`src/rtl/alu_share_arbiter.sv`:
```
// alu_share_arbiter
//   Lets NREQ pipeline units share one combinational ALU. A round-robin
//   arbiter picks one pending request in IDLE, registers its operands toward
//   the ALU, gives the ALU a full EXEC cycle to settle, registers the result
//   and presents it to the owning requester until that requester accepts it.
//   Unsupported opcode/funct pairs skip EXEC and answer with an error flag.
module alu_share_arbiter #(
   parameter int NREQ = 2,
   parameter int PTRW = 1
) (
   input  logic                 clk,
   input  logic                 reset,
   input  logic [NREQ-1:0]      req_valid,
   output logic [NREQ-1:0]      req_ready,
   input  logic [NREQ*32-1:0]   req_in1,
   input  logic [NREQ*32-1:0]   req_in2,
   input  logic [NREQ*6-1:0]    req_opcode,
   input  logic [NREQ*6-1:0]    req_funct,
   output logic [31:0]          alu_in1,
   output logic [31:0]          alu_in2,
   output logic [5:0]           alu_opcode,
   output logic [5:0]           alu_funct,
   input  logic [31:0]          alu_out,
   input  logic                 alu_zero,
   output logic [NREQ-1:0]      resp_valid,
   input  logic [NREQ-1:0]      resp_ready,
   output logic [31:0]          resp_data,
   output logic                 resp_zero,
   output logic                 resp_err
);

   // Opcode / funct encodings understood by the shared ALU
   localparam logic [5:0] OPCODE_RTYPE = 6'h00;
   localparam logic [5:0] OPCODE_ADDI  = 6'h08;
   localparam logic [5:0] OPCODE_ADDIU = 6'h09;
   localparam logic [5:0] OPCODE_LW    = 6'h23;
   localparam logic [5:0] OPCODE_SW    = 6'h2B;

   localparam logic [5:0] FUNCT_ADD    = 6'h20;
   localparam logic [5:0] FUNCT_ADDU   = 6'h21;
   localparam logic [5:0] FUNCT_SUB    = 6'h22;
   localparam logic [5:0] FUNCT_SUBU   = 6'h23;
   localparam logic [5:0] FUNCT_SLT    = 6'h2A;
   localparam logic [5:0] FUNCT_SLTU   = 6'h2B;

   typedef enum logic [1:0] {
      IDLE = 2'd0,
      EXEC = 2'd1,
      RESP = 2'd2
   } state_t;

   state_t            state;
   logic [PTRW-1:0]   rr_ptr;
   logic [PTRW-1:0]   owner;
   logic [PTRW-1:0]   winner;
   logic              found;
   logic [31:0]       sel_in1;
   logic [31:0]       sel_in2;
   logic [5:0]        sel_opcode;
   logic [5:0]        sel_funct;

   // (base + step) modulo NREQ, used for the rotating search and pointer advance
   function automatic logic [PTRW-1:0] wrap_add(input logic [PTRW-1:0] base, input int step);
      int sum;
      sum = (int'(base) + step) % NREQ;
      return PTRW'(sum);
   endfunction

   function automatic logic [NREQ-1:0] onehot(input logic [PTRW-1:0] idx);
      logic [NREQ-1:0] v;
      v      = '0;
      v[idx] = 1'b1;
      return v;
   endfunction

   // True when the ALU implements this opcode/funct combination
   function automatic logic is_supported(input logic [5:0] opcode, input logic [5:0] funct);
      logic ok;
      ok = 1'b0;
      case (opcode)
         OPCODE_RTYPE: begin
            case (funct)
               FUNCT_ADD, FUNCT_ADDU, FUNCT_SUB,
               FUNCT_SUBU, FUNCT_SLT, FUNCT_SLTU: ok = 1'b1;
               default:                           ok = 1'b0;
            endcase
         end
         OPCODE_ADDI, OPCODE_ADDIU, OPCODE_LW, OPCODE_SW: ok = 1'b1;
         default: ok = 1'b0;
      endcase
      return ok;
   endfunction

   // Round-robin search: first valid requester at or after rr_ptr
   always_comb begin
      found  = 1'b0;
      winner = rr_ptr;
      for (int k = 0; k < NREQ; k++) begin
         if (!found && req_valid[wrap_add(rr_ptr, k)]) begin
            found  = 1'b1;
            winner = wrap_add(rr_ptr, k);
         end
      end
   end

   // Operand mux for the current winner
   always_comb begin
      sel_in1    = '0;
      sel_in2    = '0;
      sel_opcode = '0;
      sel_funct  = '0;
      for (int k = 0; k < NREQ; k++) begin
         if (winner == PTRW'(k)) begin
            sel_in1    = req_in1[32*k +: 32];
            sel_in2    = req_in2[32*k +: 32];
            sel_opcode = req_opcode[6*k +: 6];
            sel_funct  = req_funct[6*k +: 6];
         end
      end
   end

   // Accept strobe: only in IDLE, and held low while reset is asserted
   always_comb begin
      req_ready = '0;
      if (!reset && (state == IDLE) && found) begin
         req_ready = onehot(winner);
      end
   end

   // Control FSM plus the registered ALU operands and response outputs
   always_ff @(posedge clk or posedge reset) begin
      if (reset) begin
         state      <= IDLE;
         rr_ptr     <= '0;
         owner      <= '0;
         alu_in1    <= '0;
         alu_in2    <= '0;
         alu_opcode <= '0;
         alu_funct  <= '0;
         resp_valid <= '0;
         resp_data  <= '0;
         resp_zero  <= 1'b0;
         resp_err   <= 1'b0;
      end else begin
         case (state)
            IDLE: begin
               if (found) begin
                  alu_in1    <= sel_in1;
                  alu_in2    <= sel_in2;
                  alu_opcode <= sel_opcode;
                  alu_funct  <= sel_funct;
                  owner      <= winner;
                  if (is_supported(sel_opcode, sel_funct)) begin
                     state <= EXEC;
                  end else begin
                     // Nothing for the ALU to do: answer with an error right away
                     resp_err   <= 1'b1;
                     resp_data  <= '0;
                     resp_zero  <= 1'b0;
                     resp_valid <= onehot(winner);
                     state      <= RESP;
                  end
               end
            end
            EXEC: begin
               // ALU inputs have been stable for a whole cycle; capture its result
               resp_data  <= alu_out;
               resp_zero  <= alu_zero;
               resp_err   <= 1'b0;
               resp_valid <= onehot(owner);
               state      <= RESP;
            end
            RESP: begin
               // Only the owner's accept matters; others are ignored
               if (resp_ready[owner]) begin
                  resp_valid <= '0;
                  rr_ptr     <= wrap_add(owner, 1);
                  state      <= IDLE;
               end
            end
            default: begin
               resp_valid <= '0;
               state      <= IDLE;
            end
         endcase
      end
   end

endmodule
```
`config.mk`:
```
export PLATFORM = sky130hd
export DESIGN_NAME = alu_share_arbiter
export DESIGN_NICKNAME = d
export VERILOG_FILES = /design/src/rtl/alu_share_arbiter.sv
export SDC_FILE = /design/constraint.sdc
export NUM_CORES = 1
export LEC_CHECK = 0
export BUFFER_PORTS_ARGS = -buffer_cell sky130_fd_sc_hd__buf_4
export CELL_PAD_IN_SITES_DETAIL_PLACEMENT = 1
export CELL_PAD_IN_SITES_GLOBAL_PLACEMENT = 2
export CORE_MARGIN = 2
export CORE_UTILIZATION = 23
export CTS_BUF_LIST = sky130_fd_sc_hd__clkbuf_8
export DETAILED_ROUTE_END_ITERATION = 7
export PLACE_DENSITY_LB_ADDON = 0.2
export SLEW_MARGIN = 20
export SYNTH_ARGS = -nofsm -noshare
export SYNTH_HDL_FRONTEND = slang
export SYNTH_SLANG_ARGS = --single-unit
```
`constraint.sdc`:
```
create_clock -name clk -period 3.8 [get_ports clk]
set_clock_uncertainty 0.05 [all_clocks]
set_input_delay 0.38 -clock clk [delete_from_list [all_inputs] [get_ports clk]]
set_output_delay 0.38 -clock clk [all_outputs]
set_load 0.02 [all_outputs]
```
==> flow_summary_export.csv <==
group,metric,value,unit
place,place_inst,1017,
detailed_routing,drc_errors,0,
cts,clk_pin_slew_worst_paths,80,ps
timing,worstMarginPinSlew,782,ps
timing,max_freq,0.322,GHz
yosys,syn_avg_cell_area,11.1,sq um
place,port_buffers,304,
worst_setup_path,reg2reg_from,"rr_ptr$_DFFE_PP0P_",
cells_and_area,fin_area,8080,sq um
cts,ctsHoldBuffers,1,
place,hpwl,13.7,mm
yosys,syn_area,5090,sq um
timing,slew_violations,0,
detailed_routing,via_count,4623,
worst_setup_path,reg2reg_to,"resp_data[4]$_DFFE_PP0P_",
die,die_h,153,microns
detailed_routing,via_per_inst,4.40,
place,place_congestion,0.739,
worst_setup_path,crit_type,"flop to flop",
yosys,async_flop_share,100,%
timing,hold_viol,0,
die,ios,305,
place,place_ws,642,ps
yosys,yosysSeqAreaShare,57.0,%
global_route,grt_pass1_vias,4990,
timing,setup_violations,0,
pwr,power,5.82,mW
place,placed_cell_area,7650,sq um
yosys,synth_edf_count,0,
cts,clockBufferDepth,2,
yosys,mappedNetlistNets,648,
yosys,synthDistinctLibCells,35,
worst_setup_path,arrival,3420,ps
timing,rsz0062_at_grt,"no",
cts,cts_tree,"yes",
global_route,antenna_found_initial,2,
yosys,synth_ff_type,"dfrtp_1",
cts,clk_latency,440,ps
worst_setup_path,startpoint_type,"flop",
cts,htreeDepth,4,
die,rows,54,
hold_path,hold_depth,2,
global_route,grt_max_degree,92,
run,cap_violations,0,
cells_and_area,syn_to_final_growth,58.6,%
cts,cts_resized,0,
hold_path,hold_class,"input pin to flop",
cts,post_cts_buffers,0,
die,start_util,23.4,%
pwr,p_leak,4.20,nW
global_route,overflow,0,
hold_path,min_to,"resp_data[9]$_DFFE_PP0P_",
cells_and_area,layout_common_cells,"312 x buf_4, 116 x dfrtp_1, 81 x nand2_1",
cells_and_area,layout_commonest_cell,"buf_4",
detailed_routing,wl,17.9,mm
yosys,yosys_warnings,0,
timing,slew_headroom,47.9,%
detailed_routing,avgRoutedWirePerCell,17.0,microns
cells_and_area,final_cells,1051,
global_route,grt_pass1_wl,28.2,mm
die,die_area,23400,sq um
timing,hold_slack,113,ps
cells_and_area,utilization,37.1,%
cts,cts_root_buffer,"clkbuf_8",
detailed_routing,first_pass_iters,4,
worst_setup_path,endpoint_kind,"flop",
hold_path,holdCritStartpoint,"alu_out[9]",
worst_setup_path,r2r_cells,8,
cts,cts_buffers,17,
global_route,grt_use_total,15.4,%
timing,period_share,81.7,%
pwr,power_density,720,nW/um^2
timing,fin_crit,3110,ps
cells_and_area,drive_gt1_share,45.6,%
worst_setup_path,crit_fanout,34,
die,core,21800,sq um
yosys,syn-instance-count,457,
worst_setup_path,required,4110,ps
pwr,vdd_drop_max,212,uV
worst_setup_path,rrSetupSlack,690,ps
detailed_routing,ant_nets,0,
die,die_w,153,microns
timing,tns,0,ps
outcome,status,"completed",
cells_and_area,fin_nets,948,
yosys,synth-seq-cells,116,
timing,worst_slack,695,ps
cts,cts.sinks,116,
detailed_routing,drt-initial-drc-count,180,
[critical path, cell delays in order (launching register included)]
cell and delay (ps):
dfrtp_1 430, nand2_1 150, a21oi_4 530, mux2i_1 390, o211ai_1 160, or3_1 530
a31oi_4 210, buf_4 370, a22o_1 210
[registers in the layout (all words and copies together), names as in the netlist]
signal and flops:
resp_data 32, alu_funct 6, rr_ptr 1, alu_opcode 6
resp_zero 1, owner 1, alu_in2 32, state 2
alu_in1 32, resp_err 1, resp_valid 2
[how the worst max path moves through the flow]
| stage | from | endpoint | slack [ps] | cells after the start |
|---|---|---|---|---|
| 6_report | rr_ptr$_DFFE_PP0P_ | resp_data[4]$_DFFE_PP0P_ | 690 | 8 |
| 5_1_grt | rr_ptr$_DFFE_PP0P_ | resp_data[4]$_DFFE_PP0P_ | 480 | 8 |
| 4_1_cts | rr_ptr$_DFFE_PP0P_ | resp_data[4]$_DFFE_PP0P_ | 670 | 8 |
| 3_5_place_dp | req_valid[1] | resp_data[24]$_DFFE_PP0P_ | 640 | 9 |
| 3_3_place_gp | req_valid[1] | resp_data[10]$_DFFE_PP0P_ | 840 | 9 |
| 2_1_floorplan | reset | req_ready[1] | 1 | 2 |
[Yosys cell counts, types with 2 or more instances]
cell	number	area share, %
dfrtp_1	116	57
nand2_1	81	6.0
mux2i_1	76	15
o21ai_0	76	7.5
a22o_1	33	5.7
clkbuf_1	21	1.5
a21oi_1	6	0.59
nor2_1	5	0.37
buf_2	4	0.39
buf_6	4	0.88
a31oi_1	3	0.37
buf_1	3	0.22
nor3_1	3	0.29
inv_1	2	0.15
mux2_2	2	0.44
nor2b_1	2	0.25
o211ai_1	2	0.29
[layout make-up]
type	instances	area (sq um)
fillers	2507	13700
flip-flops and latches	116	2900
repair buffers	313	2350
multi-input cells	307	2040
well taps	280	350
clock buffers	19	262
clock inverters	13	159
inverters	2	10.0
diodes	1	2.50
[cells by family after synthesis]
logic type	after synthesis	synth area share (%)
AOI/OAI and AO/OA	129	16.3
DFF	116	57.0
and+or+nand+nor	100	8.13
muxes	78	15.4
buffers and inverters	34	3.19
[where the power goes]
part | switching [mW] | total, mW | internal [mW]
registers | 0.273 | 1.96 | 1.69
logic | 1.54 | 2.63 | 1.09
clock network | 0.544 | 1.22 | 0.681
total | 2.36 | 5.82 | 3.46
[per-layer routing]
metal | global-route usage [%] | wire length [microns]
met1 | 18.7 | 7480
met2 | 24.8 | 8530
met3 | 6.69 | 1650
met4 | 4.28 | 199
met5 | 0 | 16
Note: power is estimated with default switching activity, not from simulation.
